## config.mk

```make
export PLATFORM = sky130hd
export DESIGN_NAME = servo_pwm_multi_flat
export DESIGN_NICKNAME = d
export VERILOG_FILES = /design/src/rtl/servo_pwm_multi_if.sv /design/src/rtl/servo_pwm_multi.sv /design/src/flat_wrapper.sv
export SDC_FILE = /design/constraint.sdc
export NUM_CORES = 1
export LEC_CHECK = 0
export ABC_CLOCK_PERIOD_IN_PS = 2400
export BUFFER_PORTS_ARGS = -buffer_cell sky130_fd_sc_hd__buf_2
export CAP_MARGIN = 20
export CORE_MARGIN = 5
export CORE_UTILIZATION = 55
export DETAILED_ROUTE_END_ITERATION = 10
export PLACE_DENSITY = 0.78
export SETUP_SLACK_MARGIN = 0.15
export SLEW_MARGIN = 40
export SYNTH_ARGS = -nofsm -noshare
export SYNTH_HDL_FRONTEND = slang
export SYNTH_SLANG_ARGS = --single-unit
```

## constraint.sdc

```tcl
create_clock -name clk -period 2.4 [get_ports clk]
set_clock_uncertainty 0.05 [all_clocks]
set_input_delay 0.36 -clock clk [delete_from_list [all_inputs] [get_ports clk]]
set_output_delay 0.36 -clock clk [all_outputs]
set_load 0.02 [all_outputs]
```

## src/rtl/servo_pwm_multi_if.sv

```systemverilog
// Write port bundle for servo_pwm_multi: per-channel pulse-width requests
// carried over a valid/ready handshake.
interface servo_pwm_multi_if #(
    parameter int NUM_CH    = 3,
    parameter int PERIOD_US = 20000
);
    localparam int CH_W = (NUM_CH > 1) ? $clog2(NUM_CH) : 1;
    localparam int W    = $clog2(PERIOD_US + 1);

    logic            wr_valid;
    logic            wr_ready;
    logic [CH_W-1:0] wr_ch;
    logic [W-1:0]    wr_width;

    modport master (output wr_valid, output wr_ch, output wr_width, input wr_ready);
    modport slave  (input wr_valid, input wr_ch, input wr_width, output wr_ready);
endinterface

```

## src/rtl/servo_pwm_multi.sv

```systemverilog
// N-channel hobby-servo PWM generator sharing one frame counter; writes are
// staged and committed at frame boundaries. Optional macro: SERVO_RAMP_EN.
module servo_pwm_multi #(
    parameter int NUM_CH       = 3,
    parameter int CLK_DIV      = 50,
    parameter int PERIOD_US    = 20000,
    parameter int MIN_US       = 1000,
    parameter int MAX_US       = 2000,
    parameter int RESET_US     = 1500,
    parameter int RAMP_STEP_US = 50
) (
    input  logic                 clk,
    input  logic                 rst_n,
    input  logic                 enable,
    servo_pwm_multi_if.slave     wr_if,
    output logic [NUM_CH-1:0]    pwm_out,
    output logic                 frame_start
);
    localparam int CH_W = (NUM_CH > 1) ? $clog2(NUM_CH) : 1;
    localparam int W    = $clog2(PERIOD_US + 1);
    localparam int WE   = W + 1;
    localparam int PW   = (CLK_DIV > 1) ? $clog2(CLK_DIV) : 1;

    localparam logic [PW-1:0] PRESC_LAST = PW'(CLK_DIV - 1);
    localparam logic [W-1:0]  FRAME_LAST = W'(PERIOD_US - 1);
    localparam logic [W-1:0]  MIN_W      = W'(MIN_US);
    localparam logic [W-1:0]  MAX_W      = W'(MAX_US);
    localparam logic [W-1:0]  RESET_W    = W'(RESET_US);

    logic [PW-1:0]     r_presc;
    logic [W-1:0]      r_us_cnt;
    logic [W-1:0]      r_pending [NUM_CH];
    logic [W-1:0]      r_active  [NUM_CH];
    logic [NUM_CH-1:0] r_pwm;
    logic              r_fs_arm;

    logic w_tick;
    logic w_commit;
    logic w_wr_fire;

    // Zero means off; otherwise the request is forced into [MIN_US, MAX_US].
    function automatic logic [W-1:0] clamp_width(input logic [W-1:0] req);
        logic [W-1:0] res;
        res = req;
        if (req == '0) begin
            res = '0;
        end else if (req < MIN_W) begin
            res = MIN_W;
        end else if (req > MAX_W) begin
            res = MAX_W;
        end else begin
            res = req;
        end
        return res;
    endfunction

    // One bounded step from cur toward tgt; switching to/from off is immediate.
    function automatic logic [W-1:0] ramp_step(input logic [W-1:0] cur,
                                               input logic [W-1:0] tgt);
        logic [WE-1:0] up_lim;
        logic [WE-1:0] dn_lim;
        logic [W-1:0]  res;
        up_lim = {1'b0, cur} + WE'(RAMP_STEP_US);
        dn_lim = {1'b0, tgt} + WE'(RAMP_STEP_US);
        res    = tgt;
        if ((cur == '0) || (tgt == '0)) begin
            res = tgt;
        end else if ({1'b0, tgt} > up_lim) begin
            res = up_lim[W-1:0];
        end else if ({1'b0, cur} > dn_lim) begin
            res = cur - W'(RAMP_STEP_US);
        end else begin
            res = tgt;
        end
        return res;
    endfunction

    assign w_tick         = (r_presc == PRESC_LAST);
    assign w_commit       = enable && w_tick && (r_us_cnt == FRAME_LAST);
    assign wr_if.wr_ready = rst_n && !w_commit;
    assign w_wr_fire      = wr_if.wr_valid && wr_if.wr_ready;

    // Microsecond prescaler and shared frame counter, parked at zero while stopped.
    always_ff @(posedge clk or negedge rst_n) begin
        if (!rst_n) begin
            r_presc  <= '0;
            r_us_cnt <= '0;
        end else if (!enable) begin
            r_presc  <= '0;
            r_us_cnt <= '0;
        end else if (w_tick) begin
            r_presc  <= '0;
            r_us_cnt <= (r_us_cnt == FRAME_LAST) ? '0 : r_us_cnt + W'(1);
        end else begin
            r_presc  <= r_presc + PW'(1);
        end
    end

    // Pending widths: accepted writes land here; out-of-range channels match nothing.
    always_ff @(posedge clk or negedge rst_n) begin
        if (!rst_n) begin
            for (int i = 0; i < NUM_CH; i++) begin
                r_pending[i] <= RESET_W;
            end
        end else begin
            for (int i = 0; i < NUM_CH; i++) begin
                if (w_wr_fire && (wr_if.wr_ch == CH_W'(i))) begin
                    r_pending[i] <= clamp_width(wr_if.wr_width);
                end
            end
        end
    end

    // Active widths: follow pending while stopped, otherwise change only at commit.
    always_ff @(posedge clk or negedge rst_n) begin
        if (!rst_n) begin
            for (int i = 0; i < NUM_CH; i++) begin
                r_active[i] <= RESET_W;
            end
        end else if (!enable) begin
            for (int i = 0; i < NUM_CH; i++) begin
                r_active[i] <= r_pending[i];
            end
        end else if (w_commit) begin
            for (int i = 0; i < NUM_CH; i++) begin
`ifdef SERVO_RAMP_EN
                r_active[i] <= ramp_step(r_active[i], r_pending[i]);
`else
                r_active[i] <= r_pending[i];
`endif
            end
        end
    end

    // PWM flops and frame-start arming; armed after a commit or while stopped.
    always_ff @(posedge clk or negedge rst_n) begin
        if (!rst_n) begin
            r_pwm    <= '0;
            r_fs_arm <= 1'b0;
        end else begin
            for (int i = 0; i < NUM_CH; i++) begin
                r_pwm[i] <= enable && (r_us_cnt < r_active[i]);
            end
            r_fs_arm <= w_commit || !enable;
        end
    end

    // Gating with enable makes the pulse land in the first enabled cycle.
    assign frame_start = enable && r_fs_arm;
    assign pwm_out     = r_pwm;

endmodule

```

## src/flat_wrapper.sv

```systemverilog
// flat-port wrapper written by rule: the top's interface ports become plain ports
module servo_pwm_multi_flat 
#(
    parameter int NUM_CH       = 3,
    parameter int CLK_DIV      = 50,
    parameter int PERIOD_US    = 20000,
    parameter int MIN_US       = 1000,
    parameter int MAX_US       = 2000,
    parameter int RESET_US     = 1500,
    parameter int RAMP_STEP_US = 50
)
  (clk, rst_n, enable, pwm_out, frame_start, wr_if_wr_valid, wr_if_wr_ch, wr_if_wr_width, wr_if_wr_ready);
  servo_pwm_multi_if #(.NUM_CH(NUM_CH), .PERIOD_US(PERIOD_US)) wr_if_i ();
  input  logic clk;
  input  logic rst_n;
  input  logic enable;
  output logic [NUM_CH-1:0] pwm_out;
  output logic frame_start;
  input wire logic [$bits(wr_if_i.wr_valid)-1:0] wr_if_wr_valid;
  input wire logic [$bits(wr_if_i.wr_ch)-1:0] wr_if_wr_ch;
  input wire logic [$bits(wr_if_i.wr_width)-1:0] wr_if_wr_width;
  output wire logic [$bits(wr_if_i.wr_ready)-1:0] wr_if_wr_ready;
  assign wr_if_i.wr_valid = wr_if_wr_valid;
  assign wr_if_i.wr_ch = wr_if_wr_ch;
  assign wr_if_i.wr_width = wr_if_wr_width;
  assign wr_if_wr_ready = wr_if_i.wr_ready;
  servo_pwm_multi #(.NUM_CH(NUM_CH), .CLK_DIV(CLK_DIV), .PERIOD_US(PERIOD_US), .MIN_US(MIN_US), .MAX_US(MAX_US), .RESET_US(RESET_US), .RAMP_STEP_US(RAMP_STEP_US)) u_core (.clk(clk), .rst_n(rst_n), .enable(enable), .wr_if(wr_if_i), .pwm_out(pwm_out), .frame_start(frame_start));
endmodule
```

==> results.txt <==
fraction of synthesized cell area taken by the top area cell type = 0.321
critical path start-end classification = register to output port
top cells by area in the synthesized netlist = dfrtp_1, dfstp_2, ha_1, o21ai_0, nand2_1
initial antenna violation count = 0
post-synthesis instance total = 574
Final Power = 5.40 mW
Final Max Slew Viols = 0
result of the run = completed
pin count of the biggest net entering global routing = 116
post-detailed-placement half-perimeter wirelength = 8750 µm
CTS tree = done
starting density of the core = 0.557
classification of the worst-slack hold path = input pin to register
measured slew at the worst slew-check pin = 594 ps
Worst-path clk slew = 60 ps
via count of the first global-routing pass = 4,455
die height = 112 µm
post-layout min period = 2280 ps
slowest library cell on the worst path = dfrtp_1
number of hold violations in the final report = 0
cell taking the most area after synthesis = dfrtp_1
first drt pass iteration count = 5
full die area = 12,500 µm²
Primary FF master, synth = dfrtp_1
leakage power summed over all cells = 3.19 nW
Max FO, Critical Path = 7
data arrival time of the worst path = 1870 ps
Core Footprint = 10,200 µm²
horizontal die dimension = 112 µm
critical path, cell by cell = and4_4, nand4_4, o21a_1, buf_6
Tcrit/Tclk final = 0.950
worst reg-to-reg path cell count = 7
count of vias placed by the detailed router = 4,486
cell types with the highest counts after synthesis = nand2_1, o21ai_0, dfrtp_1, inv_1, ha_1
Finished Cell Area = 6880 µm²
cell-internal power = 4.16 mW
IO Count = 26
share of power burned in registers = 0.411
post-synthesis share of cell area spent on xor and xnor gates = 0.0108
number of synthesized register bits = 115
proportion of power drawn by the clock network = 0.506
worst stage delay on the critical path = 550 ps
Post-layout nets = 700
Area Overhead vs Synth = 20.8%
number of DRC violations after detailed routing = 0
sum of routed wire length over all layers = 13,500 µm
startpoint type of the worst setup path = register
H-tree lvl count = 4
total of warnings raised by yosys = 0
Post-Syn Nets = 640
Power Dens Cells = 785 nW/µm²
buffer levels on the longest clock path = 2
share of cell area taken by muxes after synthesis = 0.0119
gpl congestion = 0.854
endpoints failing setup = 0
DP Worst Slack = -55.2 ps
distinct cell type count of the synthesized netlist = 46
CTS Buf Count = 17
cell depth of the worst setup path = 4
adder and majority gate portion of the synthesized area = 0.0988
CP delay by family, top = flip-flops
input/output buffers = 25
Core Rows = 37
Rel. slew slack = 0.604
Critical Path End Type = output port
post-DR vias/cell = 5.73
simple-gate area share of the yosys netlist = 0.168
EDFF count, synth = 0
global-route wire length before repair = 21,800 µm
Net Sw Power = 1.24 mW
peak supply drop = 368 µV
cell with the most instances after synthesis = nand2_1
Worst Slack Setup Final = 121 ps
post-synthesis sequential area ratio = 0.514
Post-Synthesis Mean Instance Area = 9.92 µm²
average routed wire per standard cell = 17.2 µm
switching share of power = 0.229
count of maximum capacitance violations = 0
share of synthesized flip-flops with an asynchronous set or reset = 1.00
Worst-Skew Late Latency = 520 ps
post-synth design cell area = 5700 µm²
upper clock frequency limit = 439 MHz
setup repair after global routing missed its margin = yes
compound-cell area share of the yosys netlist = 0.150
root cell of the clock tree = clkbuf_8
Combinational Power Share = 0.083
combinational family with the most area after synthesis = simple AND/OR/NAND/NOR gates
residual antenna-violating net count after detailed routing = 0
total global routing track utilization = 0.216
number of clock sinks seen by CTS = 115
share of post-route cells with drive strength above 1 = 0.240
area post-placement = 6040 µm²
ANT cells = 0
Crit path required time = 1990 ps
Buffers & Inverters on Critical Path = 1
DR iter-0 viols = 360
total congestion overflow = 0
instance count along the most critical hold path = 3
==> layer usage <==
metal | track usage | wire (µm)
met2 | 0.355 | 6740
met5 | 0 | 0
met1 | 0.279 | 5650
met4 | 0.0868 | 313
met3 | 0.0489 | 779
==> logic make-up after synthesis <==
logic type	after synthesis
flops	115
simple gates	189
xor+xnor	7
fa+ha+maj	45
compound gates	148
buf+inv	64
mux	6
==> repair_timing <==
item / 4_1_cts / 5_1_grt
endpoints found under the setup margin: 21 / 14
hold buffers: 1 / 0
pin swaps: 0 / 4
gates resized for setup: 8 / 8
hold endpoints to repair: 73 / 0
setup buffers: 0 / 19
==> path summary, 6_finish.rpt <==
check | from | to | slack, ps
max | u_core.r_us_cnt[4] | wr_if_wr_ready | 120
min | wr_if_wr_width[0] | u_core.r_pending[15] | 130
max reg2reg | u_core.r_us_cnt[4] | u_core.r_pending[15] | 190
min reg2reg | u_core.r_pending[14] | u_core.r_active[14] | 410
max in group asynchronous | rst_n | u_core.r_us_cnt[0] | 1390
min in group asynchronous | rst_n | u_core.r_active[44] | 450
==> placed cells by master, fill, tap and decap left out, types with 3 or more instances in the layout <==
master	n
dfrtp_2	6
nor3_1	3
and2_1	17
a21oi_1	17
o21ai_1	10
buf_2	23
inv_1	46
clkbuf_8	3
dfstp_2	42
nand3b_1	3
buf_4	30
nor2_1	12
nand2_1	95
mux2_1	3
mux2_2	3
clkbuf_16	16
bufinv_16	5
a41oi_1	5
dfrtp_1	67
o21ai_0	81
nand2b_1	6
xnor2_1	5
ha_1	44
and3_1	8
nand3_1	14
nand4_1	13
buf_6	3
a31oi_1	8
o21ai_2	3
a21o_1	13
==> area by class of cell <==
cell class                 instances  area (µm²)
timing repair buffer              59         424
inverter                          46         173
multi-input combinational        395        2530
clock inverter                    12         201
clock buffer                      20         445
tap                              136         170
fill                             743        3350
sequential                       115        2940
==> sequential cells by signal (all words and copies together) (netlist names) <==
signal	cells
u_core.r_presc	6
u_core.r_us_cnt	15
u_core.r_active	45
u_core.r_fs_arm	1
u_core.pwm_out	3
u_core.r_pending	45
==> power groups by stage <==
stage | clock, mW | combinational, mW | sequential, mW
2_1_floorplan | 0 | 0.262 | 2.24
3_3_place_gp | 0 | 0.406 | 2.24
3_5_place_dp | 0 | 0.429 | 2.25
4_1_cts | 2.77 | 0.442 | 2.22
5_1_grt | 2.85 | 0.511 | 2.23
6_report | 2.73 | 0.446 | 2.22
==> per-stage QoR <==
step | instances | hold slack, ps | util | TNS, ps
floorplan | 574 | 14.4 | - | 0
global placement | 731 | 402 | 0.590 | 0
detailed placement | 731 | 405 | 0.590 | -56.9
CTS | 764 | 104 | 0.657 | 0
global route | 783 | 138 | 0.672 | 0
finish | 783 | 125 | 0.672 | 0
==> tightest hold or removal path, delay by kind of cell <==
kind	cells	cell delay, ps
buffers and inverters	1	110
AND/OR/NAND/NOR	1	90
AO/OA/AOI/OAI	1	80
Note: power is estimated with default switching activity, not from simulation.
